--- config.mk ---
export PLATFORM = sky130hd
export DESIGN_NAME = cache_control_assoc
export DESIGN_NICKNAME = d
export VERILOG_FILES = /design/src/rtl/cache_control_assoc.sv
export SDC_FILE = /design/constraint.sdc
export NUM_CORES = 1
export LEC_CHECK = 0
export ABC_AREA = 1
export BUFFER_PORTS_ARGS = -buffer_cell sky130_fd_sc_hd__buf_4
export CELL_PAD_IN_SITES_DETAIL_PLACEMENT = 0
export CELL_PAD_IN_SITES_GLOBAL_PLACEMENT = 1
export CORE_ASPECT_RATIO = 2
export CORE_UTILIZATION = 43
export CTS_CLUSTER_SIZE = 24
export DETAILED_ROUTE_END_ITERATION = 7
export PLACE_DENSITY_LB_ADDON = 0.1
export SKIP_CTS_REPAIR_TIMING = 1
export SLEW_MARGIN = 0
export SYNTH_ARGS = -nofsm -noshare
export SYNTH_HDL_FRONTEND = slang
export SYNTH_SLANG_ARGS = --single-unit
export TNS_END_PERCENT = 100
--- constraint.sdc ---
create_clock -name clk -period 5.5 [get_ports clk]
set_input_delay 0.275 -clock clk [delete_from_list [all_inputs] [get_ports clk]]
set_output_delay 0.275 -clock clk [all_outputs]
set_load 0.01 [all_outputs]
--- src/rtl/cache_control_assoc.sv ---
// Control FSM for a WAYS-way set-associative write-back, write-allocate cache with per-set tree PLRU.
// Latency: hit completes in 2 cycles (IDLE, LOOKUP); a miss adds optional WRITEBACK, then FILL and REFETCH.
// Backpressure: CPU request is held until upstream_resp; memory phases stall until downstream_resp.
module cache_control_assoc #(
    parameter int WAYS      = 4,
    parameter int SET_IDX_W = 3,
    parameter int CNT_W     = 32
) (
    input  logic                     clk,
    input  logic                     rst,
    input  logic                     upstream_read,
    input  logic                     upstream_write,
    output logic                     upstream_resp,
    input  logic [SET_IDX_W-1:0]     set_idx,
    input  logic [WAYS-1:0]          way_hit,
    input  logic [WAYS-1:0]          way_valid,
    input  logic [WAYS-1:0]          way_dirty,
    output logic                     cache_read,
    output logic [WAYS-1:0]          way_load,
    output logic                     new_dirty,
    output logic                     fill_sel,
    output logic [$clog2(WAYS)-1:0]  victim_way,
    output logic                     downstream_address_sel,
    output logic                     downstream_read,
    output logic                     downstream_write,
    input  logic                     downstream_resp,
    output logic [CNT_W-1:0]         hit_count,
    output logic [CNT_W-1:0]         miss_count
);

    localparam int WAY_W = $clog2(WAYS);
    localparam int SETS  = 1 << SET_IDX_W;

    typedef enum logic [2:0] {
        ST_IDLE,
        ST_LOOKUP,
        ST_WRITEBACK,
        ST_FILL,
        ST_REFETCH
    } state_t;

    state_t state, state_nxt;

    // PLRU tree bits per set, heap-indexed: bit n is node n (root = 1).
    // Bit 0 has no tree node and always stays 0.
    logic [WAYS-1:0] plru_q [SETS];

    logic             hit_any;
    logic [WAY_W-1:0] hit_way;
    logic             inv_any;
    logic [WAY_W-1:0] inv_way;
    logic [WAYS-1:0]  plru_set;
    logic [WAY_W-1:0] victim_sel;
    logic             victim_dirty;
    logic             hit_evt;
    logic             miss_evt;

    // Walk from the root: a 0 bit goes left, a 1 bit goes right. The node
    // index doubles each level; after the last level the index is WAYS+way,
    // so truncating to WAY_W bits leaves the way number.
    function automatic logic [WAY_W-1:0] plru_victim(input logic [WAYS-1:0] bits);
        logic [WAY_W-1:0] n;
        n = WAY_W'(1);
        for (int l = 0; l < WAY_W; l++) begin
            n = (n << 1) | WAY_W'(bits[n]);
        end
        return n;
    endfunction

    // Climb from the leaf of the accessed way to the root, pointing every
    // node on the path at the sibling subtree (left child -> 1, right -> 0).
    function automatic logic [WAYS-1:0] plru_touch(input logic [WAYS-1:0] bits,
                                                   input logic [WAY_W-1:0] way);
        logic [WAYS-1:0] b;
        logic [WAY_W:0]  n;
        b = bits;
        n = {1'b1, way};
        for (int l = 0; l < WAY_W; l++) begin
            b[n[WAY_W:1]] = ~n[0];
            n = {1'b0, n[WAY_W:1]};
        end
        return b;
    endfunction

    // Lowest-index hitting way and lowest-index invalid way.
    always_comb begin
        hit_any = |way_hit;
        inv_any = ~&way_valid;
        hit_way = '0;
        inv_way = '0;
        for (int i = WAYS - 1; i >= 0; i--) begin
            if (way_hit[i]) begin
                hit_way = WAY_W'(i);
            end
            if (!way_valid[i]) begin
                inv_way = WAY_W'(i);
            end
        end
    end

    // Victim choice: a free way beats the PLRU candidate.
    always_comb begin
        plru_set     = plru_q[set_idx];
        victim_sel   = inv_any ? inv_way : plru_victim(plru_set);
        victim_dirty = way_valid[victim_sel] & way_dirty[victim_sel];
    end

    assign hit_evt  = (state == ST_LOOKUP) &&  hit_any;
    assign miss_evt = (state == ST_LOOKUP) && !hit_any;

    // Next-state and all handshake/array-control outputs.
    always_comb begin
        state_nxt              = state;
        upstream_resp          = 1'b0;
        cache_read             = 1'b0;
        way_load               = '0;
        new_dirty              = 1'b0;
        fill_sel               = 1'b0;
        downstream_address_sel = 1'b0;
        downstream_read        = 1'b0;
        downstream_write       = 1'b0;
        case (state)
            ST_IDLE: begin
                cache_read = upstream_read | upstream_write;
                if (upstream_read || upstream_write) begin
                    state_nxt = ST_LOOKUP;
                end
            end
            ST_LOOKUP: begin
                if (hit_any) begin
                    upstream_resp = 1'b1;
                    // A write takes priority over a simultaneous read.
                    if (upstream_write) begin
                        way_load[hit_way] = 1'b1;
                        new_dirty         = 1'b1;
                        fill_sel          = 1'b0;
                    end
                    state_nxt = ST_IDLE;
                end else if (victim_dirty) begin
                    state_nxt = ST_WRITEBACK;
                end else begin
                    state_nxt = ST_FILL;
                end
            end
            ST_WRITEBACK: begin
                if (downstream_resp) begin
                    state_nxt = ST_FILL;
                end else begin
                    downstream_write       = 1'b1;
                    downstream_address_sel = 1'b1;
                end
            end
            ST_FILL: begin
                if (downstream_resp) begin
                    way_load[victim_way] = 1'b1;
                    fill_sel             = 1'b1;
                    new_dirty            = 1'b0;
                    state_nxt            = ST_REFETCH;
                end else begin
                    downstream_read = 1'b1;
                end
            end
            ST_REFETCH: begin
                // Re-read the freshly filled line; the next LOOKUP hits.
                cache_read = 1'b1;
                state_nxt  = ST_LOOKUP;
            end
            default: begin
                state_nxt = ST_IDLE;
            end
        endcase
    end

    // State register.
    always_ff @(posedge clk) begin
        if (rst) begin
            state <= ST_IDLE;
        end else begin
            state <= state_nxt;
        end
    end

    // Victim latch: captured once per miss, held through writeback and fill.
    always_ff @(posedge clk) begin
        if (rst) begin
            victim_way <= '0;
        end else if (miss_evt) begin
            victim_way <= victim_sel;
        end
    end

    // Hit/miss counters, wrapping naturally at 2**CNT_W.
    always_ff @(posedge clk) begin
        if (rst) begin
            hit_count  <= '0;
            miss_count <= '0;
        end else begin
            if (hit_evt) begin
                hit_count <= hit_count + 1'b1;
            end
            if (miss_evt) begin
                miss_count <= miss_count + 1'b1;
            end
        end
    end

    // PLRU update: only hits touch the tree, since every fill ends in a hit.
    always_ff @(posedge clk) begin
        if (rst) begin
            for (int s = 0; s < SETS; s++) begin
                plru_q[s] <= '0;
            end
        end else if (hit_evt) begin
            plru_q[set_idx] <= plru_touch(plru_set, hit_way);
        end
    end

endmodule
==> run_results.csv <==
group,metric,value,unit
min_path,min_path_cells,3,
timing,layout_setup_ws,3.344,ns
pwr,p_clk_share,43.1,%
clock_tree,clock_sinks,93,
pwr,p_switching,0.3468,mW
yosys,synthArstFlopShare,0,%
yosys,ys_types,42,
final_layout,nFillCells,1167,
die,rows,55,
worst_setup_path,startpoint_type,"register",
timing,fin_tns_setup,0,ns
drt,firstDrtPassIters,5,
die,io-pin-count,97,
min_path,whs_endpoint,"state[2]",
placed_design,gp_congestion,0.8430,
final_layout,drive_above_1_share,19.70,%
run_status,outcome,"finished, final reports clean",
die,start_util,43.82,%
yosys,synthesis.area,4946,um2
timing,skew,0.005643,ns
yosys,ys_seq_area_share,42.50,%
die,core_area,11290,um2
placed_design,place_ws,3.188,ns
timing,setup_viol,0,
placed_design,dp_hpwl,10.43,mm
drt,drtAntennaViolNets,0,
timing,hold_viol,0,
clock_tree,cts_tree,"yes",
pwr,p_int,1.104,mW
drt,drc,0,
yosys,synth_seq_cells,93,
final_layout,nets,804,
worst_setup_path,criticalPathCategory,"register to register",
pwr,switching_share,23.91,%
clock_tree,cts.path.max_buffers,2,
pwr,max-vdd-ir-drop,149.2,uV
drt,wire_per_inst,14.41,um
timing,max_freq,0.4638,GHz
min_path,min_path_type,"input port to register",
drt,vias,4676,
min_path,worstHoldStart,"downstream_resp",
timing,drv_slew,0,
yosys,syn_inst,686,
global_routing,grt_pass1_wl,21.50,mm
global_routing,grt_pass1_vias,4610,
timing,finalCritPeriodShare,39.20,%
pwr,pwr-share-comb,7.5,%
timing,finalCriticalPeriod,2.156,ns
clock_tree,cts_buffers,9,
yosys,syn_avg_cell_area,7.210,um2
pwr,power_frac_seq,49.4,%
final_layout,stdcell_count,929,
worst_setup_path,reg2reg_depth,10,
final_layout,n_antenna_cell,0,
pwr,power-per-cell-area,237.8,nW/um2
worst_setup_path,critPathRequiredTime,5.73,ns
worst_setup_path,r2r_end,"hit_count[28]",
global_routing,antenna_found_initial,0,
clock_tree,root_buffer,"clkbuf_16",
worst_setup_path,crit_arrival,2.38,ns
global_routing,grt_util_all_layers,23.20,%
clock_tree,htreeDepth,3,
drt,drt_wl_total,13.38,mm
timing,worst_pin_slew,0.7609,ns
final_layout,multiInputGateArea,2341,um2
pwr,power_leakage,2.490,nW
yosys,yosysWarnings,0,
placed_design,place_inst,913,
final_layout,seqCellArea,2102,um2
worst_setup_path,reg2reg_slack,3.34,ns
worst_setup_path,path_max_fanout,4,
placed_design,portBuffers,96,
clock_tree,clk_latency,0.33,ns
worst_setup_path,r2r-start,"hit_count[1]",
yosys,synth_edf_count,24,
flow_run,maxCapViolCount,0,
global_routing,grt_max_degree,42,
die,dieArea,11960,um2
drt,drtIter0Drc,221,
final_layout,area_growth,23.30,%
yosys,syn_nets,708,
clock_tree,clkTransAtPathRegs,0.07,ns
die,die-width,77.84,um
die,die_h,153.7,um
drt,viasPerCell,5.033,
global_routing,grt-ovfl-total,0,
timing,maxSlewHeadroom,49.27,%
timing,rsz0062_at_grt,"false",
worst_setup_path,worstSetupEndpointType,"register",
yosys,synth_ff_type,"dfxtp_1",
-- cells in the mapped netlist, types with 2 or more instances --
| cell type | number | share of area, % |
|---|---|---|
| nand2_1 | 131 | 9.9 |
| inv_1 | 114 | 8.7 |
| nor2_1 | 92 | 7.0 |
| dfxtp_1 | 69 | 28 |
| a21oi_1 | 46 | 4.7 |
| nand3_1 | 35 | 3.5 |
| o21ai_0 | 34 | 3.4 |
| nor3_1 | 27 | 2.7 |
| edfxtp_1 | 24 | 15 |
| nand4_1 | 13 | 1.6 |
| nor2_2 | 11 | 1.4 |
| xor2_1 | 10 | 1.8 |
| clkbuf_1 | 9 | 0.68 |
| nor3_2 | 6 | 1.2 |
| nor4_1 | 6 | 0.76 |
| inv_2 | 5 | 0.38 |
| o21a_1 | 5 | 0.76 |
| xnor2_1 | 5 | 0.89 |
| a211oi_1 | 4 | 0.61 |
| nor2_4 | 4 | 0.91 |
| nand2_2 | 3 | 0.38 |
| nand2_4 | 3 | 0.68 |
| nor4_2 | 3 | 0.76 |
| a31oi_1 | 2 | 0.25 |
| and3_1 | 2 | 0.25 |
| buf_2 | 2 | 0.20 |
| ha_1 | 2 | 0.51 |
| nor3b_1 | 2 | 0.30 |
| o21ai_1 | 2 | 0.20 |
| o22ai_1 | 2 | 0.25 |
| o32ai_1 | 2 | 0.35 |
-- metrics by stage --
stage / hold WS, ns / util, % / cell area, um2 / power [mW]
global route: 0.2506 / 54.04 / 6098 / 1.507
floorplan: 0.4376 / - / 4946 / 0.7958
global placement: 0.4607 / 51.40 / 5801 / 0.8392
detailed placement: 0.4682 / 51.40 / 5801 / 0.8418
CTS: 0.2302 / 54.04 / 6098 / 1.467
finish: 0.2405 / 54.04 / 6098 / 1.450
-- cells in the final DEF (no fill, tap or decap), types with 3 or more instances in the layout --
cell type,count
nor3_1,27
nand3_1,35
a21oi_1,46
inv_2,5
buf_4,97
dfxtp_1,69
xor2_1,10
nand2_4,3
inv_1,114
o21ai_0,34
nand2_1,131
nor2_1,92
nor2_2,11
xnor2_1,5
nand4_1,13
clkbuf_16,9
a211oi_1,4
edfxtp_1,24
nor4_1,6
nor2_4,4
o21a_1,5
nor4_2,3
nor3_2,6
nand2_2,3
-- routing by layer --
| metal | wire, um | GRT usage, % |
|---|---|---|
| met3 | 347 | 2.789 |
| met2 | 7813 | 46.35 |
| met5 | 0 | 0 |
| met4 | 288 | 10.96 |
| met1 | 4934 | 22.59 |
-- logic make-up after synthesis --
logic type / share of synthesized area, %
adders and majority gates: 0.5059
AOI/OAI and AO/OA: 10.93
xor gates and xnor gates: 2.656
and+or+nand+nor: 33.24
DFF: 42.50
buffers and inverters: 10.17
-- worst max-delay path: stages, from the launching register on --
cell and delay, ns:
dfxtp_1 0.39, ha_1 0.17, inv_1 0.07, nor3_2 0.22
nand2_1 0.08, nor3_1 0.15, nand3_1 0.17, nor3_1 0.38
nand4_1 0.16, o21ai_0 0.18, a21oi_1 0.05
-- worst max path at each step --
stage / slack (ns) / end / from / cells after the start
finish: 3.34 / hit_count[28] / hit_count[1] / 10
global route: 3.08 / hit_count[28] / hit_count[1] / 10
CTS: 3.31 / hit_count[28] / hit_count[1] / 10
detailed placement: 3.19 / plru_q[7][3] / way_hit[1] / 7
global placement: 3.30 / plru_q[7][3] / way_hit[1] / 7
floorplan: 3.68 / hit_count[28] / hit_count[1] / 10
-- power groups by stage --
stage,Sequential (mW),Clock [mW],Combinational [mW]
floorplan,0.732,0,0.0639
finish,0.717,0.625,0.108
global placement,0.732,0,0.107
global route,0.718,0.667,0.122
detailed placement,0.733,0,0.109
CTS,0.717,0.640,0.110
-- area by class of cell --
class | instances | area share [%]
Multi-Input combinational cell | 461 | 38.39
Sequential cell | 93 | 34.47
Timing Repair Buffer | 97 | 11.94
Inverter | 120 | 7.407
Clock buffer | 10 | 3.755
Tap cell | 142 | 2.913
Clock inverter | 6 | 1.128
-- flip-flops by register name, indices dropped and copies added, names as in the netlist --
register	cells
hit_count	32
miss_count	32
plru_q	24
state	3
victim_way	2
Note: power is estimated with default switching activity, not from simulation.
